--- src/rtl/frame_buf_ctrl_pkg.sv ---
`default_nettype none
// ============================================================================
// Module   : frame_buf_ctrl_pkg
// Purpose  : Shared encodings for the frame buffer swap controller: per-buffer
//            ownership state and the writer / reader FSM state encodings.
// Ports    : none (package)
// Revision : 1.0 - initial release
// ============================================================================
package frame_buf_ctrl_pkg;

  // Buffer index width; supports up to 8 buffers.
  localparam int IDX_W = 3;

  // Ownership of one frame buffer.
  typedef enum logic [1:0] {
    BUF_FREE    = 2'd0,
    BUF_WRITING = 2'd1,
    BUF_READY   = 2'd2,
    BUF_HELD    = 2'd3
  } buf_state_t;

  typedef enum logic [1:0] {
    W_IDLE = 2'd0,
    W_LOAD = 2'd1,
    W_BUSY = 2'd2
  } wr_state_t;

  typedef enum logic [1:0] {
    R_IDLE = 2'd0,
    R_LOAD = 2'd1,
    R_BUSY = 2'd2
  } rd_state_t;

endpackage
`default_nettype wire

--- src/rtl/frame_buf_ctrl_if.sv ---
`default_nettype none
// ============================================================================
// Module   : frame_buf_ctrl_if
// Purpose  : Burst command/completion bundle between the frame buffer
//            controller (master) and the memory controller (slave).
// Signals  : wr_load/wr_addr/wr_length -> write burst command, wr_done <- done
//            rd_load/rd_addr/rd_length -> read burst command,  rd_done <- done
// Revision : 1.0 - initial release
// ============================================================================
interface frame_buf_ctrl_if #(
  parameter int ADDR_W = 24
);
  logic              wr_load;
  logic [ADDR_W-1:0] wr_addr;
  logic [ADDR_W-1:0] wr_length;
  logic              wr_done;
  logic              rd_load;
  logic [ADDR_W-1:0] rd_addr;
  logic [ADDR_W-1:0] rd_length;
  logic              rd_done;

  modport master (
    output wr_load, wr_addr, wr_length, rd_load, rd_addr, rd_length,
    input  wr_done, rd_done
  );

  modport slave (
    input  wr_load, wr_addr, wr_length, rd_load, rd_addr, rd_length,
    output wr_done, rd_done
  );
endinterface
`default_nettype wire

--- src/rtl/frame_buf_ctrl_sync_edge.sv ---
`default_nettype none
// ============================================================================
// Module   : frame_buf_ctrl_sync_edge
// Purpose  : Synchronise an asynchronous level and emit a registered
//            one-cycle pulse on its rising edge.
// Ports    : clk, rst     - clock, async active-high reset
//            async_in     - asynchronous level input
//            rise         - 1-cycle pulse, SYNC_STG+1 cycles after input rise
// Revision : 1.0 - initial release
// ============================================================================
module frame_buf_ctrl_sync_edge #(
  parameter int SYNC_STG = 2
) (
  input  logic clk,
  input  logic rst,
  input  logic async_in,
  output logic rise
);

  if (SYNC_STG < 2 || SYNC_STG > 3) begin : g_stg_chk
    $error("frame_buf_ctrl_sync_edge: SYNC_STG must be 2..3");
  end

  logic [SYNC_STG-1:0] r_sync;
  logic                r_prev;
  logic                r_rise;

  always_ff @(posedge clk or posedge rst) begin
    if (rst) begin
      r_sync <= '0;
      r_prev <= 1'b0;
      r_rise <= 1'b0;
    end else begin
      r_sync <= {r_sync[SYNC_STG-2:0], async_in};
      r_prev <= r_sync[SYNC_STG-1];
      r_rise <= r_sync[SYNC_STG-1] & ~r_prev;
    end
  end

  assign rise = r_rise;

endmodule
`default_nettype wire

--- src/rtl/frame_buf_ctrl.sv ---
`default_nettype none
// ============================================================================
// Module   : frame_buf_ctrl
// Purpose  : N-buffer (3..8) frame swap controller. Independent writer and
//            reader FSMs issue burst loads; the reader always starts on the
//            newest completed frame, dropping stale ones or repeating the
//            held one when nothing new arrived.
// Ports    : clk, rst                  - clock, async active-high reset
//            mem_rdy                   - memory ready, gates new loads
//            wr_frame_tgl/rd_frame_tgl - async frame-start levels
//            mcb                       - burst command bundle (master)
//            wr_active/rd_active       - channel busy flags
//            wr_buf_idx/rd_buf_idx     - current write / read buffer
//            frame_dropped/frame_repeated/start_err - 1-cycle status pulses
// Revision : 1.0 - initial release
// ============================================================================
module frame_buf_ctrl
  import frame_buf_ctrl_pkg::*;
#(
  parameter int NUM_BUF    = 3,
  parameter int ADDR_W     = 24,
  parameter int BASE_ADDR  = 0,
  parameter int BUF_STRIDE = 1048576,
  parameter int FRAME_LEN  = 786432,
  parameter int SYNC_STG   = 2
) (
  input  logic                  clk,
  input  logic                  rst,
  input  logic                  mem_rdy,
  input  logic                  wr_frame_tgl,
  input  logic                  rd_frame_tgl,
  frame_buf_ctrl_if.master      mcb,
  output logic                  wr_active,
  output logic                  rd_active,
  output logic [IDX_W-1:0]      wr_buf_idx,
  output logic [IDX_W-1:0]      rd_buf_idx,
  output logic                  frame_dropped,
  output logic                  frame_repeated,
  output logic                  start_err
);

  localparam logic [ADDR_W-1:0] c_BASE   = ADDR_W'(BASE_ADDR);
  localparam logic [ADDR_W-1:0] c_STRIDE = ADDR_W'(BUF_STRIDE);
  localparam logic [ADDR_W-1:0] c_LEN    = ADDR_W'(FRAME_LEN);
  localparam longint c_END = longint'(BASE_ADDR) + longint'(NUM_BUF) * longint'(BUF_STRIDE);

  if (NUM_BUF < 3 || NUM_BUF > 8) begin : g_num_buf_chk
    $error("frame_buf_ctrl: NUM_BUF must be 3..8");
  end
  if (c_END > (longint'(1) << ADDR_W)) begin : g_addr_chk
    $error("frame_buf_ctrl: buffers exceed address space");
  end

  logic w_wr_edge, w_rd_edge;

  frame_buf_ctrl_sync_edge #(.SYNC_STG(SYNC_STG)) u_wr_sync (
    .clk(clk), .rst(rst), .async_in(wr_frame_tgl), .rise(w_wr_edge)
  );
  frame_buf_ctrl_sync_edge #(.SYNC_STG(SYNC_STG)) u_rd_sync (
    .clk(clk), .rst(rst), .async_in(rd_frame_tgl), .rise(w_rd_edge)
  );

  buf_state_t        r_buf [NUM_BUF];
  buf_state_t        w_buf_nxt [NUM_BUF];
  wr_state_t         r_wr_st, w_wr_st_nxt;
  rd_state_t         r_rd_st, w_rd_st_nxt;
  logic [IDX_W-1:0]  r_wr_idx, w_wr_idx_nxt, r_rd_idx, w_rd_idx_nxt;
  logic [IDX_W-1:0]  r_latest_idx, w_latest_idx_nxt;
  logic              r_latest_vld, w_latest_vld_nxt, r_have_held, w_have_held_nxt;
  logic              w_wr_sel, w_rd_sel, w_drop, w_rep, w_err;
  logic              r_drop, r_rep, r_err;
  logic [ADDR_W-1:0] r_wr_addr, r_rd_addr, r_wr_len, r_rd_len;
  logic              w_free_hit, w_old_hit, w_latest_ready;
  logic [IDX_W-1:0]  w_free_idx, w_old_idx;

  // Priority encoders over the registered buffer state (lowest index wins).
  // "Old" = READY but not the newest completed frame.
  always_comb begin
    w_free_hit     = 1'b0;
    w_free_idx     = '0;
    w_old_hit      = 1'b0;
    w_old_idx      = '0;
    w_latest_ready = 1'b0;
    for (int i = NUM_BUF - 1; i >= 0; i--) begin
      if (r_buf[i] == BUF_FREE) begin
        w_free_hit = 1'b1;
        w_free_idx = IDX_W'(i);
      end
      if (r_buf[i] == BUF_READY && r_latest_idx != IDX_W'(i)) begin
        w_old_hit = 1'b1;
        w_old_idx = IDX_W'(i);
      end
      if (r_buf[i] == BUF_READY && r_latest_idx == IDX_W'(i) && r_latest_vld) begin
        w_latest_ready = 1'b1;
      end
    end
  end

  // Next state for both FSMs and the buffer table. Reader updates are applied
  // first so a writer claim on the same buffer in the same cycle takes effect.
  always_comb begin
    w_wr_st_nxt      = r_wr_st;
    w_rd_st_nxt      = r_rd_st;
    w_wr_idx_nxt     = r_wr_idx;
    w_rd_idx_nxt     = r_rd_idx;
    w_latest_idx_nxt = r_latest_idx;
    w_latest_vld_nxt = r_latest_vld;
    w_have_held_nxt  = r_have_held;
    w_buf_nxt        = r_buf;
    w_wr_sel         = 1'b0;
    w_rd_sel         = 1'b0;
    w_drop           = 1'b0;
    w_rep            = 1'b0;
    w_err            = (w_wr_edge && r_wr_st != W_IDLE) || (w_rd_edge && r_rd_st != R_IDLE);

    case (r_rd_st)
      R_IDLE: begin
        if (w_rd_edge && mem_rdy) begin
          if (w_latest_ready) begin
            // Take the newest frame; release the held one and discard stale ones.
            for (int i = 0; i < NUM_BUF; i++) begin
              if ((r_have_held && r_rd_idx == IDX_W'(i)) ||
                  (r_buf[i] == BUF_READY && r_latest_idx != IDX_W'(i)))
                w_buf_nxt[i] = BUF_FREE;
            end
            w_drop       = w_old_hit;
            w_rd_idx_nxt = r_latest_idx;
            w_rd_sel     = 1'b1;
            w_rd_st_nxt  = R_LOAD;
          end else if (r_have_held) begin
            w_rep       = 1'b1;
            w_rd_sel    = 1'b1;
            w_rd_st_nxt = R_LOAD;
          end
        end
      end
      R_LOAD: begin
        for (int i = 0; i < NUM_BUF; i++)
          if (r_rd_idx == IDX_W'(i)) w_buf_nxt[i] = BUF_HELD;
        w_have_held_nxt = 1'b1;
        w_rd_st_nxt     = R_BUSY;
      end
      R_BUSY:  if (mcb.rd_done) w_rd_st_nxt = R_IDLE;
      default: w_rd_st_nxt = R_IDLE;
    endcase

    case (r_wr_st)
      W_IDLE: begin
        // With >=3 buffers, at most one HELD and one latest, a candidate always exists.
        if (w_wr_edge && mem_rdy && (w_free_hit || w_old_hit)) begin
          if (w_free_hit) begin
            w_wr_idx_nxt = w_free_idx;
          end else begin
            w_wr_idx_nxt = w_old_idx;
            w_drop       = 1'b1;
          end
          w_wr_sel    = 1'b1;
          w_wr_st_nxt = W_LOAD;
        end
      end
      W_LOAD: begin
        for (int i = 0; i < NUM_BUF; i++)
          if (r_wr_idx == IDX_W'(i)) w_buf_nxt[i] = BUF_WRITING;
        w_wr_st_nxt = W_BUSY;
      end
      W_BUSY: begin
        if (mcb.wr_done) begin
          for (int i = 0; i < NUM_BUF; i++)
            if (r_wr_idx == IDX_W'(i)) w_buf_nxt[i] = BUF_READY;
          w_latest_idx_nxt = r_wr_idx;
          w_latest_vld_nxt = 1'b1;
          w_wr_st_nxt      = W_IDLE;
        end
      end
      default: w_wr_st_nxt = W_IDLE;
    endcase
  end

  always_ff @(posedge clk or posedge rst) begin
    if (rst) begin
      for (int i = 0; i < NUM_BUF; i++) r_buf[i] <= BUF_FREE;
      r_wr_st      <= W_IDLE;
      r_rd_st      <= R_IDLE;
      r_wr_idx     <= '0;
      r_rd_idx     <= '0;
      r_latest_idx <= '0;
      r_latest_vld <= 1'b0;
      r_have_held  <= 1'b0;
      r_drop       <= 1'b0;
      r_rep        <= 1'b0;
      r_err        <= 1'b0;
      r_wr_addr    <= '0;
      r_rd_addr    <= '0;
      r_wr_len     <= '0;
      r_rd_len     <= '0;
    end else begin
      r_buf        <= w_buf_nxt;
      r_wr_st      <= w_wr_st_nxt;
      r_rd_st      <= w_rd_st_nxt;
      r_wr_idx     <= w_wr_idx_nxt;
      r_rd_idx     <= w_rd_idx_nxt;
      r_latest_idx <= w_latest_idx_nxt;
      r_latest_vld <= w_latest_vld_nxt;
      r_have_held  <= w_have_held_nxt;
      r_drop       <= w_drop;
      r_rep        <= w_rep;
      r_err        <= w_err;
      // Address and length are latched at selection so they are stable from the load pulse on.
      if (w_wr_sel) begin
        r_wr_addr <= c_BASE + ADDR_W'(w_wr_idx_nxt) * c_STRIDE;
        r_wr_len  <= c_LEN;
      end
      if (w_rd_sel) begin
        r_rd_addr <= c_BASE + ADDR_W'(w_rd_idx_nxt) * c_STRIDE;
        r_rd_len  <= c_LEN;
      end
    end
  end

  assign mcb.wr_load     = (r_wr_st == W_LOAD);
  assign mcb.rd_load     = (r_rd_st == R_LOAD);
  assign mcb.wr_addr     = r_wr_addr;
  assign mcb.rd_addr     = r_rd_addr;
  assign mcb.wr_length   = r_wr_len;
  assign mcb.rd_length   = r_rd_len;
  assign wr_active       = (r_wr_st == W_BUSY);
  assign rd_active       = (r_rd_st == R_BUSY);
  assign wr_buf_idx      = r_wr_idx;
  assign rd_buf_idx      = r_rd_idx;
  assign frame_dropped   = r_drop;
  assign frame_repeated  = r_rep;
  assign start_err       = r_err;

endmodule
`default_nettype wire

--- src/flat_wrapper.sv ---
// flat-port wrapper written by rule: the top's interface ports become plain ports
module frame_buf_ctrl_flat import frame_buf_ctrl_pkg::*;
#(
  parameter int NUM_BUF    = 3,
  parameter int ADDR_W     = 24,
  parameter int BASE_ADDR  = 0,
  parameter int BUF_STRIDE = 1048576,
  parameter int FRAME_LEN  = 786432,
  parameter int SYNC_STG   = 2
)
  (clk, rst, mem_rdy, wr_frame_tgl, rd_frame_tgl, wr_active, rd_active, wr_buf_idx, rd_buf_idx, frame_dropped, frame_repeated, start_err, mcb_wr_load, mcb_wr_addr, mcb_wr_length, mcb_rd_load, mcb_rd_addr, mcb_rd_length, mcb_wr_done, mcb_rd_done);
  frame_buf_ctrl_if #(.ADDR_W(ADDR_W)) mcb_i ();
  input  logic clk;
  input  logic rst;
  input  logic mem_rdy;
  input  logic wr_frame_tgl;
  input  logic rd_frame_tgl;
  output logic wr_active;
  output logic rd_active;
  output logic [IDX_W-1:0] wr_buf_idx;
  output logic [IDX_W-1:0] rd_buf_idx;
  output logic frame_dropped;
  output logic frame_repeated;
  output logic start_err;
  output wire logic [$bits(mcb_i.wr_load)-1:0] mcb_wr_load;
  output wire logic [$bits(mcb_i.wr_addr)-1:0] mcb_wr_addr;
  output wire logic [$bits(mcb_i.wr_length)-1:0] mcb_wr_length;
  output wire logic [$bits(mcb_i.rd_load)-1:0] mcb_rd_load;
  output wire logic [$bits(mcb_i.rd_addr)-1:0] mcb_rd_addr;
  output wire logic [$bits(mcb_i.rd_length)-1:0] mcb_rd_length;
  input wire logic [$bits(mcb_i.wr_done)-1:0] mcb_wr_done;
  input wire logic [$bits(mcb_i.rd_done)-1:0] mcb_rd_done;
  assign mcb_wr_load = mcb_i.wr_load;
  assign mcb_wr_addr = mcb_i.wr_addr;
  assign mcb_wr_length = mcb_i.wr_length;
  assign mcb_rd_load = mcb_i.rd_load;
  assign mcb_rd_addr = mcb_i.rd_addr;
  assign mcb_rd_length = mcb_i.rd_length;
  assign mcb_i.wr_done = mcb_wr_done;
  assign mcb_i.rd_done = mcb_rd_done;
  frame_buf_ctrl #(.NUM_BUF(NUM_BUF), .ADDR_W(ADDR_W), .BASE_ADDR(BASE_ADDR), .BUF_STRIDE(BUF_STRIDE), .FRAME_LEN(FRAME_LEN), .SYNC_STG(SYNC_STG)) u_core (.clk(clk), .rst(rst), .mem_rdy(mem_rdy), .wr_frame_tgl(wr_frame_tgl), .rd_frame_tgl(rd_frame_tgl), .mcb(mcb_i), .wr_active(wr_active), .rd_active(rd_active), .wr_buf_idx(wr_buf_idx), .rd_buf_idx(rd_buf_idx), .frame_dropped(frame_dropped), .frame_repeated(frame_repeated), .start_err(start_err));
endmodule
--- config.mk ---
export PLATFORM = sky130hd
export DESIGN_NAME = frame_buf_ctrl_flat
export DESIGN_NICKNAME = d
export VERILOG_FILES = /design/src/rtl/frame_buf_ctrl_pkg.sv /design/src/rtl/frame_buf_ctrl_if.sv /design/src/rtl/frame_buf_ctrl_sync_edge.sv /design/src/rtl/frame_buf_ctrl.sv /design/src/flat_wrapper.sv
export SDC_FILE = /design/constraint.sdc
export NUM_CORES = 1
export LEC_CHECK = 0
export BUFFER_PORTS_ARGS = -buffer_cell sky130_fd_sc_hd__buf_2
export CORE_MARGIN = 4
export CORE_UTILIZATION = 47
export CTS_CLUSTER_DIAMETER = 100
export CTS_CLUSTER_SIZE = 14
export DETAILED_ROUTE_END_ITERATION = 8
export GPL_TIMING_DRIVEN = 0
export PLACE_DENSITY_LB_ADDON = 0.2
export SKIP_LAST_GASP = 1
export SYNTH_ARGS = -nofsm -noshare
export SYNTH_HDL_FRONTEND = slang
export SYNTH_SLANG_ARGS = --single-unit
--- constraint.sdc ---
create_clock -name clk -period 2.3 [get_ports clk]
set_clock_uncertainty 0.05 [all_clocks]
set_input_delay 0.23 -clock clk [delete_from_list [all_inputs] [get_ports clk]]
set_output_delay 0.23 -clock clk [all_outputs]
set_load 0.1 [all_outputs]
* After elaboration in Yosys (flattened, before gate mapping)
Cells that the tools add are included.
W data, S select, Z words.
** Word-level totals
- Output and inout port bits :: 109
- Register bits :: 40
- Memories kept :: 0
- Logic and storage cells :: 144
- Bits in latches :: 0
- ROM bits :: 0
- Bits in writable memories :: 0
** Operators by class
- Reductions and logical operators :: 36
- Muxes and demuxes :: 61
- Add/sub/neg operators :: 0
- Divide/modulo/power cells :: 0
- Equality and inequality tests :: 20
- Bitwise logic cells :: 4
- Magnitude comparators :: 0
- Shift-type cells :: 0
- Multipliers :: 0
** Operators by type and width (number)
- $mux W2 :: 25
- $mux W1 :: 24
- $pmux W6 S2 :: 2
- $mux W6 :: 3
- $logic_and A1 B1 Y1 :: 17
- $mux W3 :: 5
- $pmux W2 S3 :: 2
- $eq A2 B2 Y1 const B :: 5
- $logic_not A2 Y1 :: 5
- $eq A3 B1 Y1 const B :: 3
- $eq A3 B2 Y1 const B :: 3
- $logic_not A3 Y1 :: 3
- $ne A2 B1 Y1 const B :: 4
- $ne A3 B1 Y1 const B :: 2
- $logic_or A1 B1 Y1 :: 5
- $eq A2 B1 Y1 const B :: 2
- $reduce_and A2 Y1 :: 2
- $reduce_bool A2 Y1 :: 2
- $ne A3 B2 Y1 const B :: 1
- $reduce_and A3 Y1 :: 1
- $reduce_bool A3 Y1 :: 1
- $and A1 B1 Y1 :: 2
- $not A1 Y1 :: 2

* Longest topological paths before layout
- Depth in word-level cells :: 12
- Gate-level depth with buffers :: 6
- Gate-level depth less buffers :: 6

* Hierarchy
From an unflattened synthesis, not the netlist that was laid out.
** Second synthesis, totals
- Cell total of the unflattened synthesis :: 266
- Area total of the unflattened synthesis :: 2588.7 sq um
** By module, submodules not included
- frame_buf_ctrl :: area each 2353.5 sq um, cells an instance 254, seq. area each 800.8 sq um, instances 1
- frame_buf_ctrl_sync_edge :: area each 117.6 sq um, cells an instance 6, seq. area each 100.1 sq um, instances 2

* Least setup slack after synthesis
No wires, ideal clock.
- Kind :: flip-flop to flip-flop
- Start :: register u_core.r_wr_st[0]
- End :: register u_core.r_wr_st[0]
- Setup time :: 0.121 ns
- Data required time :: 2.129 ns
- Cell stages (with the launch flop) :: 7
- Clock period less this slack :: 2.150 ns
- Slack :: 0.150 ns
- Arrival time :: 1.979 ns
- Buffers on the path :: 0
- Path through :: dfrtp_1 -> inv_1 -> ha_1 -> nor2b_1 -> or2_2 -> a21oi_1 -> o22a_1
** Between the ends
- Word-level cells in the longest chain between the ends :: 3
- Elaborated cells on any way between the ends :: 7
- Classes of those cells :: eq/ne: 4; mux: 1; reduce/logical: 2
** RTL lines
- from (decl) :: RTL line frame_buf_ctrl.sv:65 : wr_state_t r_wr_st, w_wr_st_nxt;
- from (signal assigned) :: RTL line frame_buf_ctrl.sv:198 : r_wr_st <= w_wr_st_nxt;
- $eq A2 B2 Y1 *
- named net wr_active :: RTL line flat_wrapper.sv:18 : output logic wr_active;
- $ne A2 B1 Y1 (no line)
- $reduce_and A2 Y1 (no line)
The timed path passes the listed nets; every way through them passes the cells marked *.
A chain may end at the register's enable or synchronous reset.

* Worst setup path in the final report
- Start :: register u_core.r_latest_idx[0]
- End :: register u_core.r_wr_st[0]
** Between the ends
- Word-level cells in the longest chain between the ends :: 9
- Elaborated cells on any way between the ends :: 13
- Classes of those cells :: eq/ne: 3; mux: 3; reduce/logical: 7
** RTL lines
- from (decl) :: RTL line frame_buf_ctrl.sv:68 : logic [IDX_W-1:0] r_latest_idx, w_latest_idx_nxt;
- from (signal assigned) :: RTL line frame_buf_ctrl.sv:202 : r_latest_idx <= w_latest_idx_nxt;
- $ne A3 B2 Y1 :: RTL line frame_buf_ctrl.sv:89 : if (r_buf[i] == BUF_READY && r_latest_idx != IDX_W'(i)) begin
- $logic_and A1 B1 Y1 :: RTL line frame_buf_ctrl.sv:89
- $mux W1 (2 in series) :: RTL line frame_buf_ctrl.sv:89
- $mux W1 * :: RTL line frame_buf_ctrl.sv:89
- $logic_or A1 B1 Y1 * :: RTL line frame_buf_ctrl.sv:150 : if (w_wr_edge && mem_rdy && (w_free_hit || w_old_hit)) begin
- $logic_and A1 B1 Y1 * :: RTL line frame_buf_ctrl.sv:150
- $ne A2 B1 Y1 (no line) *
- $reduce_and A2 Y1 (no line) *
Mark *: on every way between the ends. The rest lies on a longest branch, timed or not.

==> qor.yml <==
worstSetupPathType: "reg2reg"
power_mw: 3.86
grt_usage: 0.153
crit_slowest_cell: "dfrtp_1"
ys_ff_latch: 40
combPwrFrac: 0.614
htree_levels: 2
p_sw_frac: 0.580
seq_area_frac_synth: 0.401
cp_max_fo: 9
grt_overflow: 0
io_buffers: 29
ff2ff_setup_slack_ns: 0.22
critical_path.cell_chain: "or3b_1 > a222oi_1 > buf_4 > buf_4 > a21oi_1 > o22a_1"
cp-start-kind: "flip-flop"
routed_wl_um: 4830
worst_ir_drop_vdd_uv: 821
dieWidth_um: 80.9
async_flop_share: 1.00
rows: 26
p_clk_frac: 0.123
clock_sinks: 40
worst_ep_required_time_ns: 2.43
clock.fmax_mhz: 482
cts_buffers: 5
critPathCaptureType: "flip-flop"
critPathLaunch: "u_core.r_latest_idx[0]"
core_region_area_sq_um: 5140
viasPerCell: 4.13
yosysUniqueCellTypes: 45
power.internal_mw: 1.62
ys.flop_type: "dfrtp_1"
finalCritPeriodShare: 0.903
ant_nets: 0
grt_pass1_vias: 1714
nets: 399
slew_violations: 0
grt_max_degree: 41
sequentialPowerShare: 0.264
max_slew.worst_pin.slew_ns: 0.813
synth_edf_count: 0
fp.dieArea_sq_um: 6540
max_stage_delay_ns: 0.47
hold_path.class: "in2async"
first_pass_iters: 4
gp_congestion: 0.905
first_iter_violations: 97
hold_viol: 0
post-dp-hpwl_um: 3860
syn_area_sq_um: 2500
worstReg2RegStart: "u_core.r_latest_idx[0]"
syn_area_per_cell_sq_um: 9.46
drc_errors: 0
clk_latency_ns: 0.29
grt_pass1_wl_um: 7770
status: "completed"
cts_buffer_depth: 2
clk_pin_slew_ns: 0.07
synthCells: 264
wl_per_cell_um: 10.5
dr_total_vias: 1898
fp.dieH_um: 80.9
cp_common_cell: "buf_4"
clock-root-buffer: "clkbuf_8"
antennaDiodeCount: 0
syn_to_final_growth_pct: 27.4
relSlewSlack: 0.457
yosys_warnings: 0
fin_ws_ns: 0.224
maxCapViolCount: 0
cts_tree: "yes"
p_leak_nw: 1.78
grt_setup_unrepaired: "false"
ios: 116
setup_violations: 0
fin_crit_ns: 2.08
arrival_ns: 2.20
netSwitchingPower_mw: 2.24
post-place-ws_ns: -0.114
start_util: 0.486
p_per_area_nw_per_um2: 1210
drive_above_1_share: 0.349
antenna_found_initial: 0
[critical path, delay by kind of cell (launching register included)]
| kind | cells | cell delay (ns) |
|---|---|---|
| AOI/OAI and AO/OA | 3 | 0.66 |
| buffers and inverters | 2 | 0.32 |
| DFF | 1 | 0.47 |
| and+or+nand+nor | 1 | 0.45 |
[power groups by stage]
stage	clock (mW)	sequential [mW]	combinational (mW)
floorplan	0	1.51	1.54
global placement	0	1.03	2.28
detailed placement	0	1.03	2.30
CTS	0.491	1.02	2.35
global route	0.524	1.05	2.50
finish	0.473	1.02	2.37
[cell type report]
class / instances / area (sq um)
flip-flops and latches: 40 / 1000
repair buffers: 33 / 180
inverters: 13 / 48.8
multi-input cells: 207 / 1110
clock buffers: 8 / 90.1
fillers: 477 / 1960
well taps: 70 / 87.6
plain buffers: 89 / 664
[registers in the layout, indices dropped and copies added, names as in the netlist, 2 cells and up]
name                     cells
u_core.r_rd_st               2
u_core.r_wr_st               2
u_core.rd_buf_idx            3
u_core.u_rd_sync.r_sync      2
u_core.u_wr_sync.r_sync      2
u_core.r_buf                 6
u_core.wr_buf_idx            3
u_core.mcb.rd_addr           3
u_core.mcb.wr_addr           3
u_core.r_latest_idx          3
[metrics by stage]
stage | std cells | utilization | cell area [sq um] | setup TNS, ns | hold slack (ns)
5_1_grt | 460 | 0.619 | 3180 | 0 | 0.0888
3_5_place_dp | 448 | 0.593 | 3050 | -0.240 | 0.288
2_1_floorplan | 349 | - | 2820 | 0 | 0.211
6_report | 460 | 0.619 | 3180 | 0 | 0.0410
4_1_cts | 460 | 0.617 | 3170 | 0 | 0.0702
3_3_place_gp | 448 | 0.593 | 3050 | -0.197 | 0.282
[worst paths after layout]
kind,to,cells after the start
worst max-delay path,u_core.r_wr_st[0],6
worst min-delay path,u_core.r_buf[1],2
worst max register to register,u_core.r_wr_st[0],6
worst min register to register,u_core.u_rd_sync.r_sync[1],0
max in group asynchronous,u_core.r_latest_vld,2
min in group clk,u_core.r_rd_st[1],2
[metal layers]
metal  vias up  share of wire  global-route usage
li1        978              -                   -
met1       833           0.43               0.205
met2        80           0.46               0.234
met3         7          0.099              0.0521
met4         0          0.011              0.0456
met5         -              0                   0
[timing repair]
item | in CTS | in global routing
pin swaps | 1 | 0
hold buffers | 2 | 0
endpoints found under the hold margin | 2 | 0
cloned | 0 | 0
gates resized for setup | 0 | 1
setup endpoints to repair | 6 | 2
buffers inserted | 2 | 0
[cells in the mapped netlist (all sizes together) (2+ instances only)]
cell,instances,area [sq um]
a21boi,2,15.0
buf,88,661
nor2b,10,62.6
or2,2,12.5
dfrtp,40,1000
inv,13,48.8
nand3,5,25.0
nand2,19,71.3
o21ai,6,30.0
nor3,2,10.0
a31oi,3,18.8
ha,3,37.5
nor3b,3,22.5
mux2,3,33.8
o32ai,3,26.3
o22ai,9,56.3
nor2,9,33.8
nand2b,4,25.0
a21oi,9,48.8
mux2i,4,40.0
nand4,2,12.5
or3b,3,26.3
a211o,2,20.0
a22oi,2,15.0
[logic make-up (layout without fill, tap and decap cells)]
kind of cell,count (synthesis),count (layout),synth area share
AOI/OAI and AO/OA,45,45,0.124
adders and majority gates,3,3,0.0150
buffers and inverters,102,143,0.286
DFF,40,40,0.401
muxes,7,7,0.0296
other,1,86,0.00150
and+or+nand+nor,66,66,0.143
[layout by cell type, fill, tap and decap left out, types with 2 or more instances in the layout]
master and instances:
a211o_2 2, a21boi_0 2, a21oi_1 8, a22oi_1 2
a31oi_1 3, buf_2 29, buf_4 90, clkbuf_1 3
clkbuf_8 6, conb_1 86, dfrtp_1 40, dlygate4sd3_1 2
ha_1 3, inv_1 12, mux2_2 3, mux2i_1 4
nand2_1 19, nand2b_1 4, nand3_1 5, nand4_1 2
nor2_1 9, nor2b_1 10, nor3_1 2, nor3b_1 3
o21ai_0 6, o22ai_1 9, o32ai_1 3, or3b_1 2
No activity file was read; power rests on OpenSTA's default activity.
